$ cat config.mk
export PLATFORM = sky130hd
export DESIGN_NAME = mod_inverse
export DESIGN_NICKNAME = d
export VERILOG_FILES = /design/src/rtl/mod_inverse.sv
export SDC_FILE = /design/constraint.sdc
export NUM_CORES = 1
export LEC_CHECK = 0
export BUFFER_PORTS_ARGS = -buffer_cell sky130_fd_sc_hd__clkbuf_2
export CORE_MARGIN = 2
export CORE_UTILIZATION = 50
export CTS_CLUSTER_DIAMETER = 60
export DETAILED_ROUTE_END_ITERATION = 10
export PLACE_DENSITY = 0.67
export RECOVER_POWER = 100
export REMOVE_ABC_BUFFERS = 1
export SLEW_MARGIN = 20
export SYNTH_ARGS = -nofsm -noshare
export SYNTH_HDL_FRONTEND = slang
export SYNTH_SLANG_ARGS = --single-unit
$ cat constraint.sdc
create_clock -name clk_in -period 11.2 [get_ports clk_in]
set_input_delay 1.12 -clock clk_in [delete_from_list [all_inputs] [get_ports clk_in]]
set_output_delay 1.12 -clock clk_in [all_outputs]
set_load 0.05 [all_outputs]
$ cat src/rtl/mod_inverse.sv
// mod_inverse: modular inverse of a mod modulo using extended Euclid.
// Each Euclid step runs a WIDTH-cycle restoring divider, then one cycle to update the Bezout coefficients.
module mod_inverse #(
  parameter int WIDTH = 10
) (
  input  logic             clk_in,
  input  logic             rst_in,
  input  logic [WIDTH-1:0] a,
  input  logic [WIDTH-1:0] modulo,
  input  logic             valid_in,
  output logic [WIDTH-1:0] c_out,
  output logic             valid_out,
  output logic             error_out,
  output logic             busy_out
);
  localparam int CW = $clog2(WIDTH + 1);
  typedef enum logic [2:0] {IDLE, CHECK, DIVIDE, UPDATE, FIXUP, DONE} state_t;
  state_t state, state_n;
  logic [WIDTH-1:0] m, r0, r1, quo, rem;
  logic signed [WIDTH+1:0] t0, t1;
  logic [CW-1:0] cnt;
  logic err;
  logic [WIDTH:0] sh;
  logic [WIDTH+1:0] diff;
  // quo starts as the dividend and shifts quotient bits in from the right
  assign sh = {rem, quo[WIDTH-1]};
  assign diff = {1'b0, sh} - {2'b0, r1};
  assign valid_out = state == DONE;
  assign error_out = valid_out & err;
  assign busy_out = state != IDLE;
  always_ff @(posedge clk_in) begin
    if (rst_in) state <= IDLE;
    else state <= state_n;
  end
  always_comb begin
    state_n = state == IDLE   ? (valid_in ? (modulo < WIDTH'(2) ? DONE : CHECK) : IDLE) :
              state == CHECK  ? (r1 == '0 ? FIXUP : DIVIDE) :
              state == DIVIDE ? (cnt == CW'(WIDTH - 1) ? UPDATE : DIVIDE) :
              state == UPDATE ? CHECK :
              state == FIXUP  ? DONE : IDLE;
  end
  always_ff @(posedge clk_in) begin
    if (rst_in) begin
      c_out <= '0;
      err <= 1'b0;
    end else begin
      case (state)
        IDLE: if (valid_in) begin
          m <= modulo;
          r0 <= modulo;
          r1 <= a;
          t0 <= '0;
          t1 <= (WIDTH + 2)'(1);
          err <= modulo < WIDTH'(2);
          if (modulo < WIDTH'(2)) c_out <= '0;
        end
        CHECK: begin
          quo <= r0;
          rem <= '0;
          cnt <= '0;
        end
        DIVIDE: begin
          quo <= {quo[WIDTH-2:0], ~diff[WIDTH+1]};
          rem <= diff[WIDTH+1] ? sh[WIDTH-1:0] : diff[WIDTH-1:0];
          cnt <= cnt + 1'b1;
        end
        UPDATE: begin
          r0 <= r1;
          r1 <= rem;
          t0 <= t1;
          t1 <= t0 - $signed({2'b0, quo}) * t1;
        end
        FIXUP: begin
          err <= r0 != WIDTH'(1);
          c_out <= r0 != WIDTH'(1) ? '0 :
                   t0 < 0 ? WIDTH'(t0 + $signed({2'b0, m})) : WIDTH'(t0);
        end
        default: ;
      endcase
    end
  end
endmodule

# Word level (Yosys, flattened, before mapping)
# Cells that the tools add are included.
# Widths: inputs -> output; s select.
# totals
ff_bits	92
latchBits	0
ramBits	0
romBits	0
input_bits	23
word_cells	69
n_memories	0
# classes
n_addsub	4
multipliers	1
div	0
magnitude_cmp	2
eq_ne	9
shift	0
muxes	28
bitwise_logic	3
n_reduce_logical	11
# op_table
cell	n
$pmux 10 s2	5
$mux 10	7
$pmux 12 s2	2
$mux 12	2
$mux 3	8
$lt 12x1->1 const B	1
$mul 11x12->12	1
$sub 11x10->12	1
$sub 12x12->12	1
$add 10x10->10	1
$logic_not 10->1	1
$lt 10x2->1 const B	1
$ne 10x1->1 const B	1
$reduce_and 3->1	3
$pmux 4 s2	1
$eq 3x2->1 const B	2
$eq 3x3->1 const B	2
$reduce_bool 2->1	3
$add 4x1->4 const B	1
$eq 4x4->1 const B	1
$reduce_and 2->1	2
$eq 3x1->1 const B	1
$logic_not 3->1	1
$reduce_bool 3->1	1
6 further kinds	8

# Depth between registers and ports, before layout
# depth
ltp_word	6
ltp_mapped	18
ltp_nobuf	17

# Worst setup path after synthesis
# No wires, ideal clock.
# synth_path
kind	reg2reg
from	register quo[0]
to	register t1[9] (data pin)
setup_ns	0.266
t_arrival_ns	4.465
t_required_ns	10.934
path_slack_ns	6.469
stages_incl_launch_ff	17
period_less_slack_ns	4.731
path_cell_list	edfxtp_1 -> clkbuf_1 -> and2_1 -> fa_1 -> inv_1 -> fa_1 -> inv_1 -> fa_1 -> fa_1 -> fa_1 -> inv_1 -> ha_1 -> or3_1 -> a211oi_1 -> o22ai_1 -> xnor2_1 -> nor2_1
# synth_via
elab_chain_len	3
# synth_rtl
element	line_no	text
start: declaration	19	logic [WIDTH-1:0] m, r0, r1, quo, rem;
start signal: assignment	58	quo <= r0;
start signal: assignment	63	quo <= {quo[WIDTH-2:0], ~diff[WIDTH+1]};
$mul 11x12->12	71	t1 <= t0 - $signed({2'b0, quo}) * t1;
$sub 12x12->12	71	
$pmux 12 s2	47	case (state)
end signal: assignment	53	t1 <= (WIDTH + 2)'(1);
end signal: assignment	71	
end: declaration	20	logic signed [WIDTH+1:0] t0, t1;
# No other way between the ends.
# A chain may end at the register's enable or synchronous reset.

# Worst setup path in the final report
# Same ends and word-level chain as after synthesis.

==> impl_summary.md <==
STA
Setup repair after global routing left no endpoint under its margin. The final count of hold timing violations is 0. Measured against its own limit, the worst slew margin works out to -79.2%.

The accumulated negative setup slack is 0 ns. Setup violations remaining at the end of the flow were counted as 0. The clock period minus final worst setup slack is 5.17 ns.

The maximum operating frequency is roughly 190 MHz. At the pin with the least slew margin, the transition time is ~2.7 ns. For the final database, setup skew stands at around 0.0085 ns. The share of the clock period used by the worst path after layout is between 40 and 50%. The final-report max-slew violation count is between 80 and 90.

Logic synthesis
Yosys attributes the largest share of cell area to edfxtp_1, fa_1, ha_1. The flop and latch count out of synthesis is 92. After synthesis, the most frequently instantiated cells are inv_1, nand2_1, edfxtp_1. Synthesis produced a little over 700 cells. The synthesized area per cell is approximately 10 um2.

Synthesis instantiated 60 different standard cells from the library. In the synthesized netlist the async set-or-reset flop fraction comes to 0%. Counting flops with a built-in enable in the synthesized netlist gives just under 80. The total of warnings raised by yosys is 0.

The library cell with the largest summed area after synthesis is edfxtp_1. The most common cell in the netlist is inv_1. The post-synthesis instance area is 0.00728 mm2. The top-area cell type share of the netlist area is about a third.

For this run, the leading register cell type out of synthesis is edfxtp_1. For this run, the register share of the synthesized area comes to a little over a third.

Pwr
The worst ir drop on vdd is 189 uV. The proportion of power drawn by the clock network is about 19%. The power consumption is about 1.7 mW.

The cell-internal power is approximately 1 mW. The sequential group share of total power is 25.8%. The leakage power total is 3.41 nW. The proportion of power drawn by combinational gates is 55.7%. The total power density per cell area is between 200 and 250 mW/mm2. The analysis attributes to net switching a power of a little under 0.7 mW. Of the total power, the share spent switching nets is 41.4%.

Global routing
The maximum number of pins on one net before global-route repair is 45. The via count of the first global-routing pass is between 5k and 6k. The first global-routing pass estimated about 27,000 um of wire.

The final global-route overflow total is 0. The initial antenna violation count is 0. The global routing usage summed across all routing layers is approximately 22%.

Routing
After detailed routing, the number of vias per cell comes to 5.53. The total via count in the routed design is roughly 5.2k. The detailed-route wire length per cell is 17.7 um.

The detail route stage leaves a number of antenna-violating nets equal to 0. The number of violations reported at the end of detailed-routing iteration 0 is about 360. The number of optimization iterations in the first detailed-route pass is 4. For this block, the routed nets add up to about 17,000 um of wire. After detailed routing, the number of remaining DRC violations is 0.

Clock network
CTS saw between 90 and 100 sinks. The number of instances resized during post-cts repair is 0. CTS placed an instance of clkbuf_16 at the clock tree root.

Clock latency on the worst-skew pair, taken at its later pin, is ~0.35 ns. The number of H-tree branching levels is 3. The deepest clock path buffer count is 2. Clock-pin slew was measured on the worst setup and hold paths at 0.07 ns. Once the clock tree was built, the setup fixing pass inserted 0 buffers. Buffers inserted during clock tree synthesis total 9. The clock tree from TritonCTS is built. The total of hold buffers inserted after clock tree synthesis is 0.

Critical path
In this run the critical register-to-register path is launched from quo[0]$_DFFE_PP_. The type of the worst setup path is flip-flop to flip-flop. The endpoint of the worst register-to-register path is t1[9]$_SDFFCE_PN0P_. The critical path capture point type is a flip-flop. The depth of the worst register-to-register path is 16. The critical path's top delay family is adder cells.

By instance count, the cell type seen most on the critical path is fa_1. At the worst endpoint, the arrival time is ~5.2 ns. Along the worst path, the maximum fanout reaches 13. The category of the worst setup path launch point is a flip-flop. For this run, the slowest stage of the critical path takes 0.56 ns. The critical path buffer and inverter count is 3. The setup check on the worst reg-to-reg path leaves a slack of ~6 ns. For this design, the slowest cell found on the critical path is edfxtp_1. The critical path ends at t1[9]$_SDFFCE_PN0P_.

In this run the number of cells on the critical path is 16. The worst endpoint required time is about 11 ns. The start point of the critical path is quo[0]$_DFFE_PP_. The signal on the critical path passes through and2_0 -> fa_1 -> inv_1 -> fa_1 -> inv_1 -> fa_1 -> fa_1 -> fa_1 -> inv_1 -> ha_1 -> o21ai_0 -> a21boi_0 -> o21ai_0 -> o22ai_1 -> xnor2_1 -> nor2_1.

Cells and area
The number of antenna diodes is 0. At the end of the flow, the number of nets in the layout was ~900. The core occupancy in the finished layout is a little over half. Relative to the synthesized area, the layout overhead comes to 7.46%. Of the cells placed in the final design, the portion with a size suffix greater than 1 is under 10%. Counting the fill cells in the layout gives approximately 1.3k.

Floorplanning
The floorplan has 44 rows. The core region area is 0.0144 mm2. During I/O placement, the number of pins put on the boundary was 36.

The effective utilization at floorplan is about half. The die area is 0.0155 mm2. From left edge to right edge, the die measures approximately 120 um.

The y dimension of the die is 125 um.

Run status
The final reports fail on max-capacitance violations, max-slew violations. The run finished, with violations left.

Place
The port buffer count is 35. The HPWL after detailed placement is 12,600 um. The placer's final routability congestion estimate is between 0.8 and 0.9.

Min path
The class of the most critical hold timing path is flip-flop to flip-flop.

Job
The total of max-cap violations is 2.
[layout by cell type, fill, tap and decap left out, types with 3 or more instances in the layout]
cell type,instances
clkbuf_16,9
clkbuf_1,31
o21ai_0,31
a21boi_0,3
xor2_1,10
nor3_1,7
a21o_1,6
edfxtp_1,78
nor2b_1,6
dfxtp_1,14
mux2_2,7
or3_1,4
nand2_1,87
nor2_1,47
mux2i_1,9
ha_1,61
a21oi_1,25
nand3_1,9
xnor2_1,34
mux2_1,3
o21ai_1,3
o21a_1,4
nand2b_1,6
nor4_1,3
and3_1,12
clkbuf_2,10
inv_1,94
a211oi_1,6
a32oi_1,3
and2_1,35
and2_0,3
fa_1,51
[worst reg2reg max path, stage by stage, from the launching register on]
cell      delay, ns
edfxtp_1       0.56
and2_0         0.24
fa_1           0.53
inv_1          0.05
fa_1           0.49
inv_1          0.05
fa_1           0.50
fa_1           0.53
fa_1           0.55
inv_1          0.04
ha_1           0.36
o21ai_0        0.11
a21boi_0       0.30
o21ai_0        0.17
o22ai_1        0.18
xnor2_1        0.14
nor2_1         0.05
[how the worst min path moves through the flow]
stage | start | to | depth (start not counted)
floorplan | err$_SDFFE_PP0P_ | err$_SDFFE_PP0P_ | 2
global placement | c_out[7]$_SDFFE_PP0P_ | c_out[7]$_SDFFE_PP0P_ | 1
detailed placement | c_out[7]$_SDFFE_PP0P_ | c_out[7]$_SDFFE_PP0P_ | 1
CTS | c_out[7]$_SDFFE_PP0P_ | c_out[7]$_SDFFE_PP0P_ | 1
global route | c_out[5]$_SDFFE_PP0P_ | c_out[5]$_SDFFE_PP0P_ | 1
finish | c_out[7]$_SDFFE_PP0P_ | c_out[7]$_SDFFE_PP0P_ | 1
[registers in the layout, indices dropped and copies added (netlist names)]
| register | cells |
|---|---|
| m | 10 |
| r0 | 10 |
| c_out | 10 |
| t1 | 12 |
| quo | 10 |
| r1 | 10 |
| state | 3 |
| err | 1 |
| rem | 10 |
| cnt | 4 |
| t0 | 12 |
[metrics by stage]
| stage | instances | setup WS, ns | hold WS [ns] | instance area [um2] |
|---|---|---|---|---|
| after detailed placement | 918 | 6.15 | 0.464 | 7630 |
| after global placement | 918 | 6.31 | 0.442 | 7630 |
| after floorplan | 695 | 6.50 | 0.450 | 7170 |
| final | 934 | 6.03 | 0.470 | 7820 |
| after global routing | 934 | 5.73 | 0.503 | 7820 |
| after CTS | 934 | 6.12 | 0.480 | 7920 |
[power by group through the flow]
| stage | Combinational [mW] | Clock (mW) | Sequential [mW] |
|---|---|---|---|
| after floorplan | 0.727 | 0 | 0.424 |
| after detailed placement | 0.923 | 0 | 0.437 |
| after CTS | 0.932 | 0.315 | 0.429 |
| final | 0.929 | 0.309 | 0.431 |
| after global placement | 0.886 | 0 | 0.435 |
| after global routing | 1.05 | 0.328 | 0.434 |
[per-layer routing]
layer  up-vias  part of all wire [%]  track usage, %  wire, um
met5         -                     0               0         0
met4         0                   2.6            7.34       427
met3        27                   3.6            3.99       600
met2       117                    50            38.3      8220
met1      2572                    44            28.5      7320
li1       2450                     -               -         -
[logic make-up after synthesis]
kind of cell	share of synthesized area, %
and+or+nand+nor	15.5
buffers and inverters	6.27
adders and majority gates	24.5
AOI/OAI and AO/OA	9.16
DFF	36.0
xor gates and xnor gates	5.52
muxes	2.99
[cell type report]
type | instances | area (um2) | share of cell area [%]
Clock inverter | 5 | 62.6 | 0.800
Timing Repair Buffer | 39 | 159 | 2.03
Inverter | 94 | 353 | 4.51
Multi-Input combinational cell | 509 | 4160 | 53.2
Tap cell | 184 | 230 | 2.94
Sequential cell | 92 | 2620 | 33.5
Clock buffer | 11 | 233 | 2.98
No activity file was read; power rests on OpenSTA's default activity.
